==> config.mk <==
export PLATFORM = sky130hd
export DESIGN_NAME = universal_shift_reg
export DESIGN_NICKNAME = d
export VERILOG_FILES = /design/src/rtl/universal_shift_reg_pkg.sv /design/src/rtl/universal_shift_reg_frame_counter.sv /design/src/rtl/universal_shift_reg.sv
export SDC_FILE = /design/constraint.sdc
export NUM_CORES = 1
export LEC_CHECK = 0
export BUFFER_PORTS_ARGS = -buffer_cell sky130_fd_sc_hd__buf_2
export CAP_MARGIN = 0
export CORE_MARGIN = 5
export CORE_UTILIZATION = 46
export DETAILED_ROUTE_END_ITERATION = 10
export HOLD_SLACK_MARGIN = 0.1
export MAX_ROUTING_LAYER = met4
export PLACE_DENSITY = 0.76
export SLEW_MARGIN = 10
export SYNTH_ARGS = -nofsm -noshare
export SYNTH_HDL_FRONTEND = slang
export SYNTH_SLANG_ARGS = --single-unit
==> constraint.sdc <==
create_clock -name clk -period 1.44 [get_ports clk]
set_input_delay 0.072 -clock clk [delete_from_list [all_inputs] [get_ports clk]]
set_output_delay 0.072 -clock clk [all_outputs]
set_load 0.01 [all_outputs]
==> src/rtl/universal_shift_reg_pkg.sv <==
// Shared mode encoding for the universal shift register and its helpers.
package usr_pkg;

  typedef logic [1:0] usr_mode_t;

  localparam usr_mode_t MODE_HOLD = 2'b00;
  localparam usr_mode_t MODE_SHR  = 2'b01;
  localparam usr_mode_t MODE_SHL  = 2'b10;
  localparam usr_mode_t MODE_LOAD = 2'b11;

endpackage : usr_pkg

==> src/rtl/universal_shift_reg_frame_counter.sv <==
// Counts shifts within a frame of WIDTH bits and pulses done for one
// cycle after the WIDTH-th shift. The count wraps straight to zero, so
// back-to-back frames need no idle cycle.
module shift_frame_counter #(
  parameter int WIDTH = 8,
  localparam int CNT_W = $clog2(WIDTH + 1)
) (
  input  logic             clk,
  input  logic             rst,
  input  logic             inc,
  input  logic             clr,
  output logic [CNT_W-1:0] cnt,
  output logic             done
);

  localparam logic [CNT_W-1:0] LAST = CNT_W'(WIDTH - 1);

  logic [CNT_W-1:0] cnt_d, cnt_q;
  logic             done_d, done_q;

  // Next count and frame-done pulse; a clear (load) takes priority over counting.
  always_comb begin
    cnt_d  = cnt_q;
    done_d = 1'b0;
    if (clr) begin
      cnt_d = '0;
    end else if (inc) begin
      if (cnt_q == LAST) begin
        cnt_d  = '0;
        done_d = 1'b1;
      end else begin
        cnt_d = cnt_q + CNT_W'(1);
      end
    end
  end

  // Count and pulse registers; reset aborts any partial frame.
  always_ff @(posedge clk or posedge rst) begin
    if (rst) begin
      cnt_q  <= '0;
      done_q <= 1'b0;
    end else begin
      cnt_q  <= cnt_d;
      done_q <= done_d;
    end
  end

  assign cnt  = cnt_q;
  assign done = done_q;

endmodule : shift_frame_counter

==> src/rtl/universal_shift_reg.sv <==
// Parametrised universal shift register: hold, shift right, shift left and
// parallel load, with clock enable and a frame counter that flags every
// WIDTH completed shifts. Serial outputs are taken straight from q.
module universal_shift_reg
  import usr_pkg::*;
#(
  parameter int WIDTH = 8,
  localparam int CNT_W = $clog2(WIDTH + 1)
) (
  input  logic             clk,
  input  logic             rst,
  input  logic             en,
  input  logic [1:0]       mode,
  input  logic             din,
  input  logic [WIDTH-1:0] pin,
  output logic [WIDTH-1:0] q,
  output logic             dout_r,
  output logic             dout_l,
  output logic [CNT_W-1:0] shift_cnt,
  output logic             frame_done
);

  logic [WIDTH-1:0] q_d, q_q;
  logic             shift_en;
  logic             load_en;

  // Mode mux: next register value plus the strobes that drive the frame counter.
  always_comb begin
    q_d      = q_q;
    shift_en = 1'b0;
    load_en  = 1'b0;
    if (en) begin
      case (usr_mode_t'(mode))
        MODE_SHR: begin
          q_d      = {din, q_q[WIDTH-1:1]};
          shift_en = 1'b1;
        end
        MODE_SHL: begin
          q_d      = {q_q[WIDTH-2:0], din};
          shift_en = 1'b1;
        end
        MODE_LOAD: begin
          q_d     = pin;
          load_en = 1'b1;
        end
        default: begin
          q_d = q_q;
        end
      endcase
    end
  end

  // Data register.
  always_ff @(posedge clk or posedge rst) begin
    if (rst) begin
      q_q <= '0;
    end else begin
      q_q <= q_d;
    end
  end

  shift_frame_counter #(
    .WIDTH(WIDTH)
  ) u_frame_counter (
    .clk  (clk),
    .rst  (rst),
    .inc  (shift_en),
    .clr  (load_en),
    .cnt  (shift_cnt),
    .done (frame_done)
  );

  assign q      = q_q;
  assign dout_r = q_q[0];
  assign dout_l = q_q[WIDTH-1];

endmodule : universal_shift_reg

=== Yosys cells after proc, flatten, opt, wreduce, memory -nomap -nowiden ===
Index checks and enable logic that the tools add are counted.

* $add $sub $neg: 1
* Equal/unequal tests: 4
* Reductions and logical operators: 4
* Muxes and demuxes: 11

{| class="wikitable"
|+ Operators by type and width
! cell !! number
|-
| $pmux W8 S3 || 1
|-
| $mux W4 || 3
|-
| $mux W1 || 7
|-
| $add A4 B1 Y4 const B || 1
|-
| $eq A2 B2 Y1 const B || 2
|-
| $eq A4 B3 Y1 const B || 1
|-
| $reduce_bool A3 Y1 || 1
|-
| $eq A2 B1 Y1 const B || 1
|-
| $reduce_and A2 Y1 || 1
|-
| $reduce_bool A2 Y1 || 1
|-
| $reduce_or A2 Y1 || 1
|}

* Bits in registers: 13
* Input port bits: 14

=== Longest topological paths before layout ===
* Depth in word-level cells: 6
* Mapped depth: 6

=== Modules after synthesis ===
From an unflattened synthesis, not the netlist that was laid out.

* Cells, all modules: 77
* Area total of the unflattened synthesis: 782.0 um^2

{| class="wikitable"
|+ Modules (own cells, without submodules)
! module !! sequential area each (um^2) !! area an instance (um^2) !! cells each !! times used
|-
| universal_shift_reg || 200.2 || 524.3 || 55 || 1
|-
| shift_frame_counter || 125.1 || 257.7 || 22 || 1
|}

=== Worst setup path before layout ===
No wires, ideal clock.

* Kind: register to register
* From: register u_frame_counter.cnt_q[0], in the netlist u_frame_counter.cnt[0]
* To: register u_frame_counter.cnt_q[3], in the netlist u_frame_counter.cnt[3]
* Path slack: 0.306 ns
* Setup time: 0.066 ns
* Arrival time: 1.068 ns
* Period minus slack after synthesis: 1.134 ns
* Stages on the path, launching flop included: 4
* Cells stage by stage: dfrtp_1 -> ha_1 -> nor4_2 -> a22o_1

* Cells in the longest elaborated chain, start to end: 4
* Elaborated cells between the ends (all ways): 5
* Classes of those cells: add/sub (1); eq/ne (1); mux (3)

{| class="wikitable"
|+ Ends and longest elaborated chain
! what !! line !! text
|-
| start, declared || universal_shift_reg_frame_counter.sv:18 || <nowiki>logic [CNT_W-1:0] cnt_d, cnt_q;</nowiki>
|-
| start signal, assigned || universal_shift_reg_frame_counter.sv:43 || <nowiki>cnt_q <= cnt_d;</nowiki>
|-
| $add A4 B1 Y4 or $eq A4 B3 Y1 (tied branches) || universal_shift_reg_frame_counter.sv:32, universal_shift_reg_frame_counter.sv:28 ||
|-
| $mux W4 (*) || universal_shift_reg_frame_counter.sv:28 || <nowiki>if (cnt_q == LAST) begin</nowiki>
|-
| $mux W4 (*) || universal_shift_reg_frame_counter.sv:27 || <nowiki>end else if (inc) begin</nowiki>
|-
| $mux W4 (*) || universal_shift_reg_frame_counter.sv:25 || <nowiki>if (clr) begin</nowiki>
|}

Every way passes the cells marked *; elsewhere a longest branch is shown, timed or not. The select of a mux whose other input is x is not followed.
A chain may end at the register's enable or synchronous reset.

=== Worst setup path in the final report ===
* From: register u_frame_counter.cnt_q[0], in the netlist u_frame_counter.cnt[0]
* To: register u_frame_counter.cnt_q[0], in the netlist u_frame_counter.cnt[0]

Same word-level chain as after synthesis.

==> reports/qor.csv <==
metric;value;unit
yosysUniqueCellTypes;24;
drc;0;
drtIter0Drc;14;
n_antenna_cell;0;
yosysTopAreaCell;dfrtp_1;
worstPathCellList;ha_1 -> nand2_1 -> nor2_1 -> o31ai_1;
port_buffers;28;
crit_path_max_fanout;5;
die_area;2550;µm²
power_density;1210;nW/µm²
path_clk_slew;0.08;ns
arrival;1.37;ns
grt_pass1_wl;2790;µm
worstPathRequired;1.61;ns
cts_buffer_depth;2;
fillers;139;
ys_ff_latch;13;
via_per_inst;5.58;
yosys-top-cells-area;dfrtp_1 43%, a22o_1 10%, ha_1 6.6%;
antenna_found_initial;0;
dp_cells;117;
hpwlAfterDp;1290;µm
holdWs;0.136;ns
place.gp.congestion;0.740;
areaGrowthSynthToFinish;21.7;%
p_leak;0.483;nW
die_h;50.5;µm
min_period;1.21;ns
min_period_over_period;83.7;%
crit_buf_inv;0;
nets;126;
maxCapViolations;0;
post_cts_resized;0;
cts_root_buffer;clkbuf_4;
setup_viol;0;
insertion_delay;0.27;ns
worstSetupPathType;reg -> reg;
setup_tns;0;ns
syn_area_per_cell;9.69;µm²
fin_cells;123;
ys_top_cells_by_count;13 x dfrtp_1, 10 x nand2_1, 9 x a21oi_1, 9 x a22o_1, 9 x o21ai_1;
ys_seq_area_share;43.0;%
power;1.11;mW
postCtsSetupBuffers;0;
routed_wl;1770;µm
syn-num-nets;96;
drive_gt1_share;33.6;%
grt.total_usage;13.9;%
clock-sinks;13;
cts_tree;built;
finalHoldViolations;0;
status;complete, no violations;
relSlewSlack;64.4;%
fin_skew;0.000854;ns
cts_buffers;3;
slew_violations;0;
slowest_stage;dfrtp_1;
yosys_warnings;0;
syn_area;756;µm²
wl_per_cell;14.4;µm
grt_max_degree;17;
grt_pass1_vias;616;
hp-class;in -> reg;
routed-via-count;686;
grt_remaining_overflow;0;
htreeDepth;1;
first_pass_iters;4;
synthCells;78;
rsz0062_at_grt;false;
startpoint_type;register;
die_w;50.5;µm
rows;14;
path_delay_family;flip-flops;
ant_nets;0;
pin_count;29;
synth_top_area_share;43.0;%
critical-path-max-stage-delay;0.44;ns
ir_drop;0.517;mV
synth_most_common_cell;dfrtp_1;
synth_async_sr_flop_share;100;%
worst_setup_path_end_kind;register;
synth_edf_count;0;
core-area;1520;µm²
ys.flop_type;dfrtp_1;
max_freq;829;MHz
start_util;49.6;%
worst_pin_slew;0.534;ns
==> worst paths after layout <==
check / startpoint / endpoint / slack, ns / cells after the start
max in group asynchronous: rst / q[5]$_DFFE_PP0P_ / 0.76 / 3
max: u_frame_counter.cnt[0]$_DFFE_PP0P_ / u_frame_counter.cnt[0]$_DFFE_PP0P_ / 0.23 / 4
min reg2reg: q[7]$_DFFE_PP0P_ / q[7]$_DFFE_PP0P_ / 0.56 / 2
min: en / u_frame_counter.done$_DFF_PP0_ / 0.14 / 3
min in group asynchronous: rst / u_frame_counter.done$_DFF_PP0_ / 0.36 / 3
max reg2reg: u_frame_counter.cnt[0]$_DFFE_PP0P_ / u_frame_counter.cnt[0]$_DFFE_PP0P_ / 0.23 / 4
==> power breakdown <==
part / switching, mW / total, mW / internal [mW]
registers: 0.0873 / 0.525 / 0.438
logic: 0.189 / 0.355 / 0.166
clock network: 0.122 / 0.229 / 0.107
total: 0.398 / 1.11 / 0.711
==> final cells by class <==
class	instances	area, µm²	area share [%]
clock buffers	4	26.3	2.86
repair buffers	30	160	17.4
flip-flops and latches	13	325	35.4
inverters	4	15.0	1.63
well taps	16	20.0	2.18
multi-input cells	56	373	40.5
==> state kept, by name, summed over array words and instances (netlist names) <==
signal / flops
u_frame_counter.cnt: 4
u_frame_counter.done: 1
q: 8
==> per-stage QoR <==
| stage | cell area (µm²) | util (%) | worst slack [ns] |
|---|---|---|---|
| after floorplan | 756 | - | 0.306 |
| after global placement | 873 | 57.3 | 0.215 |
| after detailed placement | 873 | 57.3 | 0.181 |
| after CTS | 920 | 60.3 | 0.236 |
| after global routing | 920 | 60.3 | 0.136 |
| final | 920 | 60.3 | 0.234 |
==> layout by cell type (no fill, tap or decap) <==
master / count
clkbuf_1: 1
nand3b_4: 1
a22o_1: 9
clkbuf_4: 3
nor4_2: 1
o21ai_0: 3
nand2_1: 10
inv_2: 1
o31ai_1: 1
nor3_1: 1
o2bb2ai_1: 1
dlygate4sd3_1: 2
nand2b_2: 1
nor2_1: 1
dfrtp_1: 13
nand2b_1: 1
and2b_1: 1
ha_1: 4
and4_1: 1
o21ai_1: 9
buf_2: 28
inv_1: 3
a21oi_1: 9
nor2_2: 1
a31oi_1: 1
==> routing by layer <==
layer / part of all wire (%) / GRT usage (%) / vias to the layer above
li1: - / - / 341
met5: 0 / - / -
met4: 0.28 / 2.98 / 0
met2: 47 / 20.0 / 21
met3: 5.8 / 2.66 / 2
met1: 47 / 20.1 / 322
==> timing repair <==
action	in CTS	in global routing
hold buffers	2	0
setup endpoints to repair	0	0
endpoints found under the hold margin	14	0
==> cells by family (layout without fill, tap and decap cells) <==
family | Yosys count | after routing | synth area share (%)
AO/OA/AOI/OAI | 33 | 33 | 27.3
AND/OR/NAND/NOR | 19 | 19 | 15.4
flip-flops | 13 | 13 | 43.0
buffers and inverters | 9 | 38 | 7.61
adder cells (fa/ha/maj) | 4 | 4 | 6.62
==> worst reg2reg max path, cell delays in order (launching register included) <==
cell and delay [ns]:
dfrtp_1 0.44, ha_1 0.27, nand2_1 0.09, nor2_1 0.04, o31ai_1 0.27
No activity file was read; power rests on OpenSTA's default activity.
